`src/rtl/mul_pkg.sv`:
```
// Shared encodings for the sequential Booth multiplier: FSM states and Booth step opcodes.
package mul_pkg;

  typedef enum logic [1:0] {
    S_IDLE = 2'd0,
    S_CALC = 2'd1,
    S_DONE = 2'd2
  } state_t;

  typedef enum logic [1:0] {
    BOOTH_NOP = 2'd0,
    BOOTH_ADD = 2'd1,
    BOOTH_SUB = 2'd2
  } booth_op_t;

  // {Q[0], q_m1}: 01 adds M, 10 subtracts M, 00/11 leave A alone.
  function automatic booth_op_t booth_decode(input logic q0, input logic qm1);
    case ({q0, qm1})
      2'b01:   return BOOTH_ADD;
      2'b10:   return BOOTH_SUB;
      default: return BOOTH_NOP;
    endcase
  endfunction

endpackage

```
`src/rtl/booth_step.sv`:
```
// One radix-2 Booth iteration: conditional add/subtract of M into A, then arithmetic
// right shift of {A, Q, q_m1}. Purely combinational.
module booth_step
  import mul_pkg::*;
#(
  parameter int WIDTH = 8
) (
  input  logic [WIDTH+1:0] i_a,
  input  logic [WIDTH:0]   i_q,
  input  logic             i_q_m1,
  input  logic [WIDTH:0]   i_m,
  output logic [WIDTH+1:0] o_a,
  output logic [WIDTH:0]   o_q,
  output logic             o_q_m1
);

  logic [WIDTH+1:0] w_m_ext;
  logic [WIDTH+1:0] w_sum;
  booth_op_t        w_op;

  always_comb begin
    w_m_ext = {i_m[WIDTH], i_m};
    w_op    = booth_decode(i_q[0], i_q_m1);
    case (w_op)
      BOOTH_ADD: w_sum = i_a + w_m_ext;
      BOOTH_SUB: w_sum = i_a - w_m_ext;
      default:   w_sum = i_a;
    endcase
  end

  assign o_a    = {w_sum[WIDTH+1], w_sum[WIDTH+1:1]};
  assign o_q    = {w_sum[0], i_q[WIDTH:1]};
  assign o_q_m1 = i_q[0];

endmodule

```
`src/rtl/seq_booth_multiplier.sv`:
```
// Multi-cycle radix-2 Booth multiplier, signed or unsigned per transaction, with
// valid/ready handshakes on both operand and product sides.
module seq_booth_multiplier
  import mul_pkg::*;
#(
  parameter int WIDTH = 8,
  parameter int CNT_W = $clog2(WIDTH + 2)
) (
  input  logic               clk,
  input  logic               rst_n,
  input  logic               in_valid,
  output logic               in_ready,
  input  logic [WIDTH-1:0]   a,
  input  logic [WIDTH-1:0]   b,
  input  logic               tc,
  output logic               out_valid,
  input  logic               out_ready,
  output logic [2*WIDTH-1:0] o,
  output logic               busy
);

  localparam logic [CNT_W-1:0] LastCnt = CNT_W'(WIDTH);

  state_t             r_state;
  logic [WIDTH+1:0]   r_a;
  logic [WIDTH:0]     r_q;
  logic               r_q_m1;
  logic [WIDTH:0]     r_m;
  logic [CNT_W-1:0]   r_cnt;
  logic [2*WIDTH-1:0] r_o;
  logic               r_in_ready;
  logic               r_out_valid;
  logic               r_busy;

  logic [WIDTH+1:0]   w_a;
  logic [WIDTH:0]     w_q;
  logic               w_q_m1;

  booth_step #(
    .WIDTH (WIDTH)
  ) u_step (
    .i_a    (r_a),
    .i_q    (r_q),
    .i_q_m1 (r_q_m1),
    .i_m    (r_m),
    .o_a    (w_a),
    .o_q    (w_q),
    .o_q_m1 (w_q_m1)
  );

  always_ff @(posedge clk or negedge rst_n) begin
    if (!rst_n) begin
      r_state     <= S_IDLE;
      r_a         <= '0;
      r_q         <= '0;
      r_q_m1      <= 1'b0;
      r_m         <= '0;
      r_cnt       <= '0;
      r_o         <= '0;
      r_in_ready  <= 1'b1;
      r_out_valid <= 1'b0;
      r_busy      <= 1'b0;
    end else begin
      case (r_state)
        S_IDLE: begin
          if (in_valid) begin
            // One extra bit lets unsigned operands be treated as non-negative signed.
            r_m        <= {tc & a[WIDTH-1], a};
            r_q        <= {tc & b[WIDTH-1], b};
            r_a        <= '0;
            r_q_m1     <= 1'b0;
            r_cnt      <= '0;
            r_state    <= S_CALC;
            r_in_ready <= 1'b0;
            r_busy     <= 1'b1;
          end
        end
        S_CALC: begin
          r_a    <= w_a;
          r_q    <= w_q;
          r_q_m1 <= w_q_m1;
          r_cnt  <= r_cnt + 1'b1;
          if (r_cnt == LastCnt) begin
            r_o         <= {w_a[WIDTH-2:0], w_q};
            r_state     <= S_DONE;
            r_out_valid <= 1'b1;
          end
        end
        S_DONE: begin
          if (out_ready) begin
            r_state     <= S_IDLE;
            r_out_valid <= 1'b0;
            r_busy      <= 1'b0;
            r_in_ready  <= 1'b1;
          end
        end
        default: begin
          r_state     <= S_IDLE;
          r_out_valid <= 1'b0;
          r_busy      <= 1'b0;
          r_in_ready  <= 1'b1;
        end
      endcase
    end
  end

  assign in_ready  = r_in_ready;
  assign out_valid = r_out_valid;
  assign busy      = r_busy;
  assign o         = r_o;

endmodule

```
`config.mk`:
```
export PLATFORM = sky130hd
export DESIGN_NAME = seq_booth_multiplier
export DESIGN_NICKNAME = d
export VERILOG_FILES = /design/src/rtl/mul_pkg.sv /design/src/rtl/booth_step.sv /design/src/rtl/seq_booth_multiplier.sv
export SDC_FILE = /design/constraint.sdc
export NUM_CORES = 1
export LEC_CHECK = 0
export CORE_ASPECT_RATIO = 1.5
export CORE_MARGIN = 5
export CORE_UTILIZATION = 55
export DETAILED_ROUTE_END_ITERATION = 12
export GPL_TIMING_DRIVEN = 0
export PLACE_DENSITY = 0.82
export SETUP_SLACK_MARGIN = 0.5
export SLEW_MARGIN = 30
export SYNTH_ARGS = -nofsm -noshare
export SYNTH_HDL_FRONTEND = slang
export SYNTH_SLANG_ARGS = --single-unit
```
`constraint.sdc`:
```
create_clock -name clk -period 3.79 [get_ports clk]
set_input_delay 0.5685 -clock clk [delete_from_list [all_inputs] [get_ports clk]]
set_output_delay 0.5685 -clock clk [all_outputs]
set_load 0.1 [all_outputs]
```
# [Word level (Yosys, flattened, before mapping)]
# Index checks and enable logic that the tools add are counted.
[word_totals] reg_bits=54 latch_bits=0 ramBits=0 mem_bits_ro=0 in_bits=21 output_inout_bits=19 word_cells=56 memories=0
[op_classes] add_sub_neg=3 mul=0 div_mod_pow=0 n_lt_le_gt_ge=0 n_eq_ne=10 n_shift=0 muxes=21 bitwise_logic=4 n_reduce_logical=8
[ops] operator="10-bit one-hot mux with 2 select lines" count=2
[ops] operator="9-bit one-hot mux with 2 select lines" count=1
[ops] operator="10-bit adder" count=1
[ops] operator="10-bit two-way mux" count=1
[ops] operator="10-bit subtractor" count=1
[ops] operator="9-bit two-way mux" count=1
[ops] operator="1-bit one-hot mux with 3 select lines" count=3
[ops] operator="3-bit AND reduction" count=3
[ops] operator="4-bit one-hot mux with 2 select lines" count=1
[ops] operator="2-bit by 1-bit equality test with 1-bit output, second input constant" count=3
[ops] operator="2-bit equality test, second input constant" count=3
[ops] operator="2-bit two-way mux" count=3
[ops] operator="2-bit inequality test, second input constant" count=3
[ops] operator="2-bit one-hot mux with 3 select lines" count=1
[ops] operator="2-bit AND reduction" count=3
[ops] operator="1-bit two-way mux" count=5
[ops] operator="4-bit by 1-bit adder with 4-bit output, second input constant" count=1
[ops] operator="4-bit equality test, second input constant" count=1
[ops] operator="4-bit two-way mux" count=1
[ops] operator="2-bit one-hot mux with 2 select lines" count=1
[ops] operator="1-bit bitwise AND" count=2
[ops] operator="2-bit zero test" count=1
[ops] operator="1-bit NOT" count=2
[ops] operator="1-bit one-hot mux with 2 select lines" count=1
[ops] operator="2-bit nonzero test" count=1

# [Depth between registers and ports, before layout]
[depth] depth_word=5 depth_mapped=12 ltp_nobuf=11

# [By module]
# A second synthesis with hierarchy kept.
[hier_totals] hier_cells=316 hier_area_um2=3037.9
[modules_own_cells] module="seq_booth_multiplier" instances=1 cells_per_inst=206 area_each_um2=2258.4 seq_area_each_um2=1352.5
[modules_own_cells] module="booth_step" instances=1 cells_per_inst=110 area_each_um2=779.5 seq_area_each_um2=0.0

# [Worst setup path after synthesis]
# No wires, ideal clock.
[synth_timing] kind="register to register" startpoint="reg r_q_m1" endpoint="reg r_o[14], in the netlist o[14]" setup_time_ns=0.083 t_arrival_ns=2.565 required_time_ns=3.707 setup_slack_ns=1.142 path_stages_with_launch=11 synth_period_minus_slack_ns=2.648 cell_sequence="dfrtp_1 inv_1 ha_1 clkbuf_1 mux2i_1 fa_1 a211oi_1 nor2_1 or4_1 and4_1 o21ai_0"
[synth_via] elab_chain_len=4 word_cells_on_any_way=6
[synth_rtl] item="start: declaration" line_no="seq_booth_multiplier.sv:27" rtl="logic r_q_m1;"
[synth_rtl] item="start signal: assignment" line_no="seq_booth_multiplier.sv:81" rtl="r_q_m1 <= w_q_m1;"
[synth_rtl] item="2-bit equality test / 2-bit by 1-bit equality test with 1-bit output (equally long branches)" line_no="mul_pkg.sv:18" rtl="case ({q0, qm1})"
[synth_rtl] item="2-bit one-hot mux with 2 select lines (*)" line_no="mul_pkg.sv:18"
[synth_rtl] item="2-bit equality test / 2-bit by 1-bit equality test with 1-bit output (equally long branches)" line_no="booth_step.sv:24" rtl="case (w_op)"
[synth_rtl] item="10-bit one-hot mux with 2 select lines (*)" line_no="booth_step.sv:24"
[synth_rtl] item="end signal: assignment" line_no="seq_booth_multiplier.sv:84" rtl="r_o <= {w_a[WIDTH-2:0], w_q};"
[synth_rtl] item="end: declaration" line_no="seq_booth_multiplier.sv:30" rtl="logic [2*WIDTH-1:0] r_o;"
# Every way passes the cells marked *; elsewhere a longest branch is shown, timed or not.
# A chain may end at the register's enable or synchronous reset.

# [Final worst setup path]
[layout_timing] startpoint="reg r_q_m1" endpoint="reg r_o[15], in the netlist o[15]"
# Same word-level chain as after synthesis.

==> results by group <==
Outcome
  – Status: finished, final reports clean

Routing
  – Met3 Routed Length: 223 um
  – Post-route DRC violation count: 0
  – Wire per inst: 15.20 um
  – DR top layer: met4
  – Vias/cell: 5.695
  – Detail Route Antenna Nets: 0
  – Total wire length: 6827 um
  – Drt pass-1 iters: 5
  – Met2 WL: 3702 um
  – Via count: 2557
  – DRT met1 WL: 2706 um
  – 1st-iter DRT viols: 136

STA
  – Post-route minimum period: 2988 ps
  – RSZ-0062 raised after global routing: false
  – Period utilization: 78.84%
  – Hold Vio Cnt, Final: 0
  – Final setup fails: 0
  – Worst Clk Skew: 3.365 ps
  – TNS Setup: 0 ps
  – Slew HR: 34.25%
  – Worst-Margin Slew: 983.2 ps
  – Fmax: 0.3347 GHz
  – Slew Viols, Final: 0

Clocking
  – Root buffer cell: clkbuf_8
  – # clock sinks: 53
  – H-tree levels: 2
  – Cts bufs inserted: 5
  – CTS tree: built
  – Maximum clock path buffer count: 2
  – Post-CTS setup buffers: 0
  – Worst skew pair latency: 300 ps
  – Reg clk slew, reported paths: 90 ps

Die
  – Top Ports: 40
  – Die width: 69.28 um
  – Starting Density: 56.57%
  – Die ar.: 0.006853 mm2
  – Row Count: 32
  – Total core area: 0.005125 mm2
  – Die Y: 98.92 um

Layout
  – Fin util: 67.97%
  – Antenna diode count: 0
  – Commonest non-fill, non-tap cell in the layout: nand2_1
  – Fillers: 443
  – Area occupied by multi-input gates: 0.001461 mm2
  – # nets final: 415
  – Leading cell types in the layout, fill and taps excluded: nand2_1 (80), dfrtp_1 (52), clkdlybuf4s50_1 (38)
  – Final Instance Area: 0.003483 mm2
  – Area grow syn2layout: 20.16%
  – Register area: 0.001328 mm2
  – Share of cells above drive strength 1: 4.199%

Yosys
  – Syn_nets: 368
  – Ys flop type: dfrtp_1
  – EDFF count, synth: 0
  – Syn Inst Count: 333
  – Synth Cell Area: 0.002899 mm2
  – Synth Area per Inst: 8.706 um2
  – Sequential fraction of the synthesis area: 45.79%
  – Synthesized flop and latch total: 53
  – Top post-synthesis cells by area: dfrtp_1 (45%), nand2_1 (10%), ha_1 (5.6%), o21ai_0 (4.3%), nor2_1 (3.4%)
  – Synth top area share: 44.89%
  – Netlist cell types: 50
  – Post-synth top area cell: dfrtp_1
  – Yosys warns: 0
  – FFs w/ async S/R, synth: 100.0%

GRT
  – Initial antenna violation count: 0
  – Total GRT Usage: 20.92%
  – First-pass GRT wire length: 11700 um
  – Vias in the first global route: 2571
  – Largest net degree at the start of global routing: 36
  – GRT overflow: 0

Place
  – Routability cong.: 0.8703
  – Port bufs: 39
  – Area of placed instances: 0.003392 mm2
  – Dpl hpwl: 5232 um

Critical path
  – Critical path depth in cells: 11
  – Worst r2r src: r_q_m1
  – CP Data Required Time: 3950 ps
  – Crit path max fanout: 10
  – CP Launch Type: register
  – Top delay family on crit path: compound AO/OA/AOI/OAI gates
  – Reg2reg path depth: 11
  – CP max stage delay: 680 ps
  – CP cell instances: inv_1 > ha_1 > clkbuf_2 > nor2_1 > xnor2_1 > ha_1 > o211a_1 > o31a_1 > nor2_1 > o311ai_0 > o21ai_0
  – Worst path bufs/invs: 2
  – Crit. End Element: register
  – Slowest cell on crit path: o311ai_0
  – Worst EP arrival: 3150 ps
  – CP Launch Point: r_q_m1
  – Setup CP Type: reg2reg

Run
  – Max-Cap Viols: 0

Min path
  – Hold Path Class: in2async
-- logic make-up (layout without fill, tap and decap cells) --
| family | count (synthesis) | in the layout | synth area share (%) |
|---|---|---|---|
| AND/OR/NAND/NOR | 149 | 149 | 22.96 |
| flip-flops | 53 | 53 | 45.79 |
| adder cells (fa/ha/maj) | 14 | 14 | 6.301 |
| buffers and inverters | 28 | 76 | 3.798 |
| AO/OA/AOI/OAI | 73 | 73 | 16.06 |
| XOR/XNOR | 10 | 10 | 3.021 |
| multiplexers | 6 | 6 | 2.072 |
-- cell type report --
class	instances	area share (%)
plain buffers	17	2.011
clock buffers	8	2.586
inverters	11	1.185
multi-input cells	252	41.95
flip-flops and latches	53	38.11
well taps	68	2.443
repair buffers	40	11.71
-- worst register-to-register path, cell delays in order (launching register included) --
cell and delay [ps]:
dfrtp_1 390, inv_1 60, ha_1 210, clkbuf_2 250, nor2_1 90, xnor2_1 140, ha_1 370, o211a_1 180
o31a_1 210, nor2_1 70, o311ai_0 680, o21ai_0 200
-- cell usage after synthesis, drive strengths merged, types with 2 or more instances --
library cell and n:
or3 4, dfrtp 52, clkbuf 15, nand3 13, a22o 2, buf 2, ha 13, nand4b 2
xnor2 6, a21o 4, o21a 2, mux2i 6, a211oi 3, nand2b 3, inv 11, or4 2
nand2 80, or3b 2, xor2 4, a21oi 13, a31oi 6, nor2b 5, o31a 3, o21ai 25
nor2 26, o31ai 2, nor3 6, nor3b 2
-- stage by stage --
| step | worst slack, ps | instances | hold WS (ps) |
|---|---|---|---|
| after CTS | 682.8 | 449 | 121.5 |
| after floorplan | 1142 | 333 | 272.9 |
| after global routing | 584.8 | 449 | 120.5 |
| after detailed placement | 714.2 | 441 | 461.0 |
| after global placement | 608.2 | 440 | 460.5 |
| final | 802.0 | 449 | 124.4 |
-- routing by layer --
metal | track usage, % | up-vias
li1 | - | 1240
met1 | 23.92 | 1254
met2 | 37.65 | 48
met3 | 3.061 | 15
met4 | 10.38 | 0
met5 | 0 | -
-- what timing repair did --
item / 4_1_cts / 5_1_grt
setup endpoints to repair: 0 / 2
hold buffers: 0 / 0
gates resized for setup: 0 / 2
-- final timing paths --
| kind | endpoint | slack (ps) |
|---|---|---|
| min in group clk | o[5] | 480 |
| hold / removal | o[0] | 120 |
| hold reg to reg | o[5] | 480 |
| max in group asynchronous | r_m[4] | 3200 |
| setup reg to reg | o[15] | 800 |
| setup / recovery | o[15] | 800 |
-- sequential cells by signal (all words and copies together), names as in the netlist --
| name | flops |
|---|---|
| r_m | 9 |
| busy | 1 |
| r_q | 9 |
| in_ready | 1 |
| r_cnt | 4 |
| r_a | 9 |
| o | 16 |
| r_state | 2 |
| out_valid | 1 |
| r_q_m1 | 1 |
Power is not shown: default switching activity piles up to over one toggle a cycle in this logic, so the estimate is an artifact.
